### src/rtl/riscv_pkg.sv
// Shared RV32I core package: fetch FSM state type, NOP encoding, XLEN, reset PC.
// Imported by fetch_unit and pc_next_gen. TRAP state exists only with FETCH_MISALIGN_CHECK_EN.
package riscv_pkg;

   localparam int XLEN = 32;

   localparam logic [XLEN-1:0] NOP_INSTR        = 32'h0000_0013;
   localparam logic [XLEN-1:0] RESET_PC_DEFAULT = 32'h0000_0000;

   typedef enum logic [1:0] {
      IDLE  = 2'd0,
      FETCH = 2'd1,
      HOLD  = 2'd2
`ifdef FETCH_MISALIGN_CHECK_EN
      ,
      TRAP  = 2'd3
`endif
   } fetch_state_t;

endpackage

### src/rtl/pc_next_gen.sv
// Next-PC generator: sequential (pc+4) or branch target (pc+ImmExt), mod 2^32.
// Ports: pc, PCSrc, ImmExt in; pc_next (raw), pc_plus4, misaligned (pc_next[1:0]!=0) out.
module pc_next_gen
   import riscv_pkg::*;
(
   input  logic [XLEN-1:0] pc,
   input  logic            PCSrc,
   input  logic [XLEN-1:0] ImmExt,
   output logic [XLEN-1:0] pc_next,
   output logic [XLEN-1:0] pc_plus4,
   output logic            misaligned
);

   assign pc_plus4   = pc + 32'd4;
   assign pc_next    = PCSrc ? (pc + ImmExt) : pc_plus4;
   assign misaligned = |pc_next[1:0];

endmodule

### src/rtl/fetch_unit.sv
// RV32I fetch stage: owns the PC, fetches over imem req/ack, hands instr to decode via valid/ready.
// Ports: clk, rst_n; imem_req/addr/rdata/ack; instr, pc, pc_plus4, instr_valid/ready;
// PCSrc, ImmExt; misaligned. Macro FETCH_MISALIGN_CHECK_EN enables the sticky TRAP state.
module fetch_unit
   import riscv_pkg::*;
#(
   parameter logic [XLEN-1:0] RESET_PC = RESET_PC_DEFAULT
) (
   input  logic            clk,
   input  logic            rst_n,
   output logic            imem_req,
   output logic [XLEN-1:0] imem_addr,
   input  logic [XLEN-1:0] imem_rdata,
   input  logic            imem_ack,
   output logic [XLEN-1:0] instr,
   output logic [XLEN-1:0] pc,
   output logic [XLEN-1:0] pc_plus4,
   output logic            instr_valid,
   input  logic            instr_ready,
   input  logic            PCSrc,
   input  logic [XLEN-1:0] ImmExt,
   output logic            misaligned
);

   fetch_state_t    state;
   fetch_state_t    state_nx;
   logic [XLEN-1:0] pc_q;
   logic [XLEN-1:0] instr_q;
   logic [XLEN-1:0] pc_nx_raw;
   logic [XLEN-1:0] pc_load;
   logic            mis_nx;
   logic            accept;

   pc_next_gen u_pc_next_gen (
      .pc         (pc_q),
      .PCSrc      (PCSrc),
      .ImmExt     (ImmExt),
      .pc_next    (pc_nx_raw),
      .pc_plus4   (pc_plus4),
      .misaligned (mis_nx)
   );

   assign accept = (state == HOLD) && instr_ready;

`ifdef FETCH_MISALIGN_CHECK_EN
   logic mis_q;
   // Offending address is kept in pc so the trap handler can see it.
   assign pc_load    = pc_nx_raw;
   assign misaligned = mis_q;
`else
   assign pc_load    = mis_nx ? {pc_nx_raw[XLEN-1:2], 2'b00} : pc_nx_raw;
   assign misaligned = 1'b0;
`endif

   always_comb begin
      state_nx = state;
      unique case (state)
         IDLE:  state_nx = FETCH;
         FETCH: if (imem_ack) state_nx = HOLD;
`ifdef FETCH_MISALIGN_CHECK_EN
         HOLD:  if (instr_ready) state_nx = mis_nx ? TRAP : FETCH;
         TRAP:  state_nx = TRAP;
`else
         HOLD:  if (instr_ready) state_nx = FETCH;
`endif
         default: state_nx = IDLE;
      endcase
   end

   always_comb begin
      imem_req    = 1'b0;
      instr_valid = 1'b0;
      imem_req    = (state == FETCH);
      instr_valid = (state == HOLD);
   end

   always_ff @(posedge clk or negedge rst_n) begin
      if (!rst_n) state <= IDLE;
      else        state <= state_nx;
   end

   always_ff @(posedge clk or negedge rst_n) begin
      if (!rst_n) begin
         pc_q    <= RESET_PC;
         instr_q <= NOP_INSTR;
      end else begin
         if (state == FETCH && imem_ack) instr_q <= imem_rdata;
         if (accept) pc_q <= pc_load;
      end
   end

`ifdef FETCH_MISALIGN_CHECK_EN
   always_ff @(posedge clk or negedge rst_n) begin
      if (!rst_n)               mis_q <= 1'b0;
      else if (accept && mis_nx) mis_q <= 1'b1;
   end
`endif

   assign imem_addr = pc_q;
   assign pc        = pc_q;
   assign instr     = instr_q;

endmodule

### config.mk
export PLATFORM = sky130hd
export DESIGN_NAME = fetch_unit
export DESIGN_NICKNAME = d
export VERILOG_FILES = /design/src/rtl/riscv_pkg.sv /design/src/rtl/pc_next_gen.sv /design/src/rtl/fetch_unit.sv
export SDC_FILE = /design/constraint.sdc
export NUM_CORES = 1
export LEC_CHECK = 0
export CORE_ASPECT_RATIO = 1.4
export CORE_MARGIN = 5
export CORE_UTILIZATION = 49
export CTS_CLUSTER_SIZE = 40
export DETAILED_ROUTE_END_ITERATION = 8
export PLACE_DENSITY_LB_ADDON = 0.12
export SLEW_MARGIN = 20
export SYNTH_ARGS = -nofsm -noshare
export SYNTH_HDL_FRONTEND = slang
export SYNTH_SLANG_ARGS = --single-unit
export TNS_END_PERCENT = 50
### constraint.sdc
create_clock -name clk -period 4.4 [get_ports clk]
set_input_delay 0.66 -clock clk [delete_from_list [all_inputs] [get_ports clk]]
set_output_delay 0.66 -clock clk [all_outputs]
set_load 0.01 [all_outputs]
# --- Word-level counts from Yosys, hierarchy flattened ---
# Cells that the tools add are included.
# Widths: inputs -> output; s select.
totals:
  inputBits: 69
  wordCells: 19
  register_bits: 66
  out_inout_bits: 131
classes:
  eq_ne: 4
  addsub: 2
  muxes: 5
  n_reduce_logical: 5
op_table:
  columns: ["operator", "count"]
  rows:
  - ["$add 32x3->32 const B", 1]
  - ["$add 32x32->32", 1]
  - ["$mux 32", 1]
  - ["$mux 2", 3]
  - ["$pmux 2 s3", 1]
  - ["$ne 2x1->1 const B", 2]
  - ["$eq 2x1->1 const B", 1]
  - ["$eq 2x2->1 const B", 1]
  - ["$logic_and 1x1->1", 2]
  - ["$logic_not 2->1", 1]
  - ["$reduce_and 2->1", 1]
  - ["$reduce_or 2->1", 1]

# --- Longest topological paths before layout ---
depth:
  word_depth: 4
  mapped_depth: 11
  mapped_depth_nobuf: 11

# --- By module ---
# Synthesis repeated with hierarchy kept, for this count alone.
unflattened:
  hier_cells: 572
  hier_area_um2: 5566.6
modules_own_cells:
  columns: ["mod", "seq_area_each_um2", "area_per_inst_um2", "cells_each", "instances"]
  rows:
  - ["fetch_unit", 1655.3, 3020.4, 180, 1]
  - ["pc_next_gen", 0.0, 2546.2, 392, 1]

# --- Least setup slack after synthesis ---
# No wires, ideal clock.
synth_timing:
  path_kind: "in2reg"
  startpoint: "input ImmExt[0]"
  endpoint: "register pc_q[30] (netlist: imem_addr[30])"
  arrival_ns: 2.752
  path_buffers: 0
  setup_ns: 0.141
  path_stages: 11
  slack_ns: 1.507
  path_cell_list: "ha_1 fa_1 a211oi_1 o21ai_1 nand4_1 a21oi_2 o41ai_4 o21ai_1 a21oi_1 xor2_1 a31oi_1"
synth_via:
  elab_chain_cells: 2
synth_rtl:
  columns: ["item", "line_no", "text"]
  rows:
  - ["start: declaration", "fetch_unit.sv:21", "input logic [XLEN-1:0] ImmExt,"]
  - ["$add 32x32->32", "pc_next_gen.sv:15", "assign pc_next = PCSrc ? (pc + ImmExt) : pc_plus4;"]
  - ["$mux 32", "pc_next_gen.sv:15", null]
  - ["end signal: assignment", "fetch_unit.sv:88", "if (accept) pc_q <= pc_load;"]
  - ["end: declaration", "fetch_unit.sv:27", "logic [XLEN-1:0] pc_q;"]
# Every way passes these cells.
# A chain may end at the register's enable or synchronous reset.

# --- Worst setup path after layout ---
layout_timing:
  startpoint: "register pc_q[2] (netlist: imem_addr[2])"
  endpoint: "output pc_plus4[26]"
layout_via:
  elab_chain_cells: 1
layout_rtl:
  columns: ["item", "line_no", "text"]
  rows:
  - ["$add 32x3->32", "pc_next_gen.sv:14", "assign pc_plus4 = pc + 32'd4;"]
  - ["end: declaration", "fetch_unit.sv:17", "output logic [XLEN-1:0] pc_plus4,"]
# Every way passes these cells.

==> reports/qor.yml <==
cells_and_area:
  multiInputGateArea_mm2: 0.00315
  fin_cells: 892
  seqCellArea_mm2: 0.00166
  nFillCells: 831
  insertedDiodeCount: 0
  fin_nets: 851
  drive_gt1_share_pct: 9.28
  postLayoutCoreUtil_pct: 71.0
  area_growth_pct: 41.7
pwr:
  power_density_mw_per_mm2: 729
  power_leakage_nw: 3.00
  ir_drop_mv: 0.346
drt:
  drt_iter0_drc: 254
  routed-via-count: 5115
  route.detailed.drc: 0
  detail_route.first_pass.iterations: 5
  antenna_left: 0
  via_per_inst: 5.73
  avgRoutedWirePerCell_um: 18.3
  wl_um: 16400
placement:
  port_buffers: 198
  pre_cts_slack_ns: 0.796
  place_hpwl_um: 12400
  placed_cells: 876
  gp_congestion: 0.918
synth:
  synth-simple-area-share_pct: 16.9
  avgSynthCellArea_um2: 8.78
  synthCells: 591
  syn-num-nets: 693
  synth-compound-area-share_pct: 19.6
  async_flop_share_pct: 100
  synth_top_family_by_area: "compound AO/OA/AOI/OAI gates"
  yosysWarnings: 0
  synth_edf_count: 0
  synth_flop_cell: "dfrtp_1"
  synth_fa_ha_area_share_pct: 8.11
  synth_seq_cells: 66
  yosysUniqueCellTypes: 61
  synth-xor-area-share_pct: 8.61
  syn_area_mm2: 0.00519
  seq_area_frac_synth_pct: 31.9
  synthMuxAreaShare_pct: 7.33
clock_network:
  cts_buffer_depth: 2
  cts_made_buffers: 9
  worstSkewPairLatency_ns: 0.34
  cts_tree: "built"
  post_cts_buffers: 0
  cts_max_level: 3
  postCtsHoldBufs: 0
  clockRootBuffer: "clkbuf_16"
  ctsResizeCount: 0
  cts_sinks: 66
  clk_pin_slew_ns: 0.06
sta:
  finalHoldViolCount: 0
  setup_violations: 0
  slew_violations: 0
  min_period_over_period_pct: 90.2
  skew_ns: 0.0108
  relSlewSlack_pct: 35.9
  tightest_slew_ns: 0.961
  timing.fmax_ghz: 0.252
  period_needed_ns: 3.97
  setup_tns_ns: 0
  worst_slack_ns: 0.432
  rsz0062_at_grt: "no"
min_path:
  hold_path.class: "primary input to asynchronous set/reset pin"
global_routing:
  grt_overflow: 0
  grtUsageTotal_pct: 25.2
  antenna_found_initial: 0
  grt_max_degree: 53
  first_global_vias: 5296
  grt_pass1_wl_um: 26700
setup_path:
  crit-reg2reg-capture: "imem_addr[22]$_DFFE_PN0P_"
  ff2ff_path_depth: 10
  crit_path_top_delay_cell: "clkdlybuf4s50_1"
  cpMostUsedCell: "nand3_1"
  worstSetupPathType: "register to primary output"
  critPathLaunchType: "register"
  crit_fanout: 8
  reg2reg_slack_ns: 1.31
  worst_ep_arrival_time_ns: 3.31
  startpoint: "imem_addr[2]$_DFFE_PN0P_"
  reg2reg_from: "imem_addr[0]$_DFFE_PN0P_"
  crit_path_max_incr_delay_ns: 0.61
  worstSetupEndpointType: "primary output"
  crit_required_ns: 3.74
  path_cells: "ha_1 -> and3_1 -> nand3_1 -> nor2_2 -> buf_4 -> nand3_1 -> nor2_1 -> nand3_1 -> xnor2_1 -> clkdlybuf4s50_1"
  crit_path_end: "pc_plus4[26]"
floorplan:
  die_y_um: 132
  io-pin-count: 200
  initial_core_util_pct: 50.1
  fp.coreArea_mm2: 0.0103
  die-area_mm2: 0.0128
  placementRows: 44
  fp.dieW_um: 97.0
outcome:
  outcome: "completed"
flow_run:
  max_cap_violations: 0
==> final cells by class <==
type | instances | share of cell area (%)
flip-flops and latches | 66 | 22.5
inverters | 11 | 0.562
well taps | 138 | 2.35
clock inverters | 4 | 1.04
multi-input cells | 458 | 42.8
repair buffers | 203 | 27.3
clock buffers | 12 | 3.35
==> cell usage after synthesis (3+ instances only) <==
library cell | n | share of area [%]
o21ai_0 | 36 | 3.5
o21a_1 | 7 | 1.0
inv_1 | 11 | 0.80
buf_4 | 35 | 5.1
xor2_1 | 23 | 3.9
a21o_1 | 15 | 2.2
dfstp_2 | 3 | 1.5
a21oi_1 | 45 | 4.3
nand2_1 | 44 | 3.2
nor3_1 | 20 | 1.9
nor2b_1 | 3 | 0.36
mux2_2 | 32 | 6.9
and2_1 | 4 | 0.48
o21ai_1 | 9 | 0.87
dfrtp_1 | 63 | 30
nand4_1 | 11 | 1.3
a31oi_1 | 5 | 0.60
clkbuf_1 | 20 | 1.4
a22oi_1 | 7 | 1.0
nor4_1 | 5 | 0.60
o22ai_1 | 4 | 0.48
o211ai_1 | 4 | 0.58
nor2_1 | 46 | 3.3
and3_1 | 6 | 0.72
a211oi_1 | 8 | 1.2
xnor2_1 | 28 | 4.7
o21bai_1 | 3 | 0.43
nand3_1 | 22 | 2.1
ha_1 | 32 | 7.7
==> stage by stage <==
| stage | power, mW | hold WS, ns | cell area, um^2 |
|---|---|---|---|
| after floorplan | 3.17 | 0.364 | 5190 |
| after global placement | 4.50 | 0.470 | 7030 |
| after detailed placement | 4.56 | 0.492 | 7030 |
| after CTS | 5.38 | 0.500 | 7350 |
| after global routing | 5.71 | 0.509 | 7350 |
| final | 5.36 | 0.477 | 7350 |
==> registers in the layout, indices dropped and copies added (netlist names) <==
signal     flops
imem_addr     32
instr         32
state          2
==> power by group <==
group | leakage [nW] | switching [mW] | internal, mW
clock network | 0.153 | 0.274 | 0.513
registers | 0.785 | 0.367 | 0.900
logic | 2.06 | 1.52 | 1.78
total | 3.00 | 2.16 | 3.20
==> cells by family (layout without fill, tap and decap cells) <==
kind of cell	Yosys count	after routing
multiplexers	34	34
flip-flops	66	66
AND/OR/NAND/NOR	179	179
AO/OA/AOI/OAI	160	160
XOR/XNOR	51	51
buffers and inverters	67	230
other	1	1
adder cells (fa/ha/maj)	33	33
==> metal layers <==
| metal | track usage, % | vias up | routed length [um] |
|---|---|---|---|
| met5 | 0 | - | 0 |
| met3 | 4.98 | 42 | 1010 |
| met1 | 28.9 | 2420 | 6500 |
| met2 | 45.0 | 231 | 8320 |
| li1 | - | 2422 | - |
| met4 | 11.4 | 0 | 540 |
==> cell usage in the layout (no fill, tap or decap), types with 3 or more instances in the layout <==
cell and n:
nor3_1 20, nor4_1 5, o211ai_1 4, nand3_1 22, nand2_1 44, dfstp_2 3, a211oi_1 8, xor2_1 23
dfrtp_1 63, a21oi_1 45, a31oi_1 5, a21o_1 15, ha_1 32, xnor2_1 28, clkbuf_16 9, clkdlybuf4s50_1 196
inv_1 11, o21a_1 7, o21bai_1 3, nor2_1 46, nor2b_1 3, and2_1 4, o21ai_0 36, o22ai_1 4
and3_1 6, o21ai_1 9, mux2_2 32, nand4_1 11, a22oi_1 7, buf_4 5
==> worst min-delay path by stage <==
stage                                     start                        to  slack [ns]
after global placement     state[1]$_DFFE_PN0P_      state[0]$_DFFE_PN0P_        0.47
after global routing      instr[26]$_DFFE_PN0P_     instr[26]$_DFFE_PN0P_        0.51
final                                     rst_n     instr[20]$_DFFE_PN0P_        0.48
after CTS                                 rst_n  imem_addr[3]$_DFFE_PN0P_        0.50
after floorplan                           rst_n  imem_addr[0]$_DFFE_PN0P_        0.36
after detailed placement  instr[30]$_DFFE_PN0P_     instr[30]$_DFFE_PN0P_        0.49
==> critical path, delay by kind of cell, from the launching register on <==
kind | cells | cell delay [ns]
XOR/XNOR | 1 | 0.26
adder cells (fa/ha/maj) | 1 | 0.26
buffers and inverters | 2 | 0.76
flip-flops | 1 | 0.50
AND/OR/NAND/NOR | 6 | 1.19
Power figures use the tool's default switching activity.
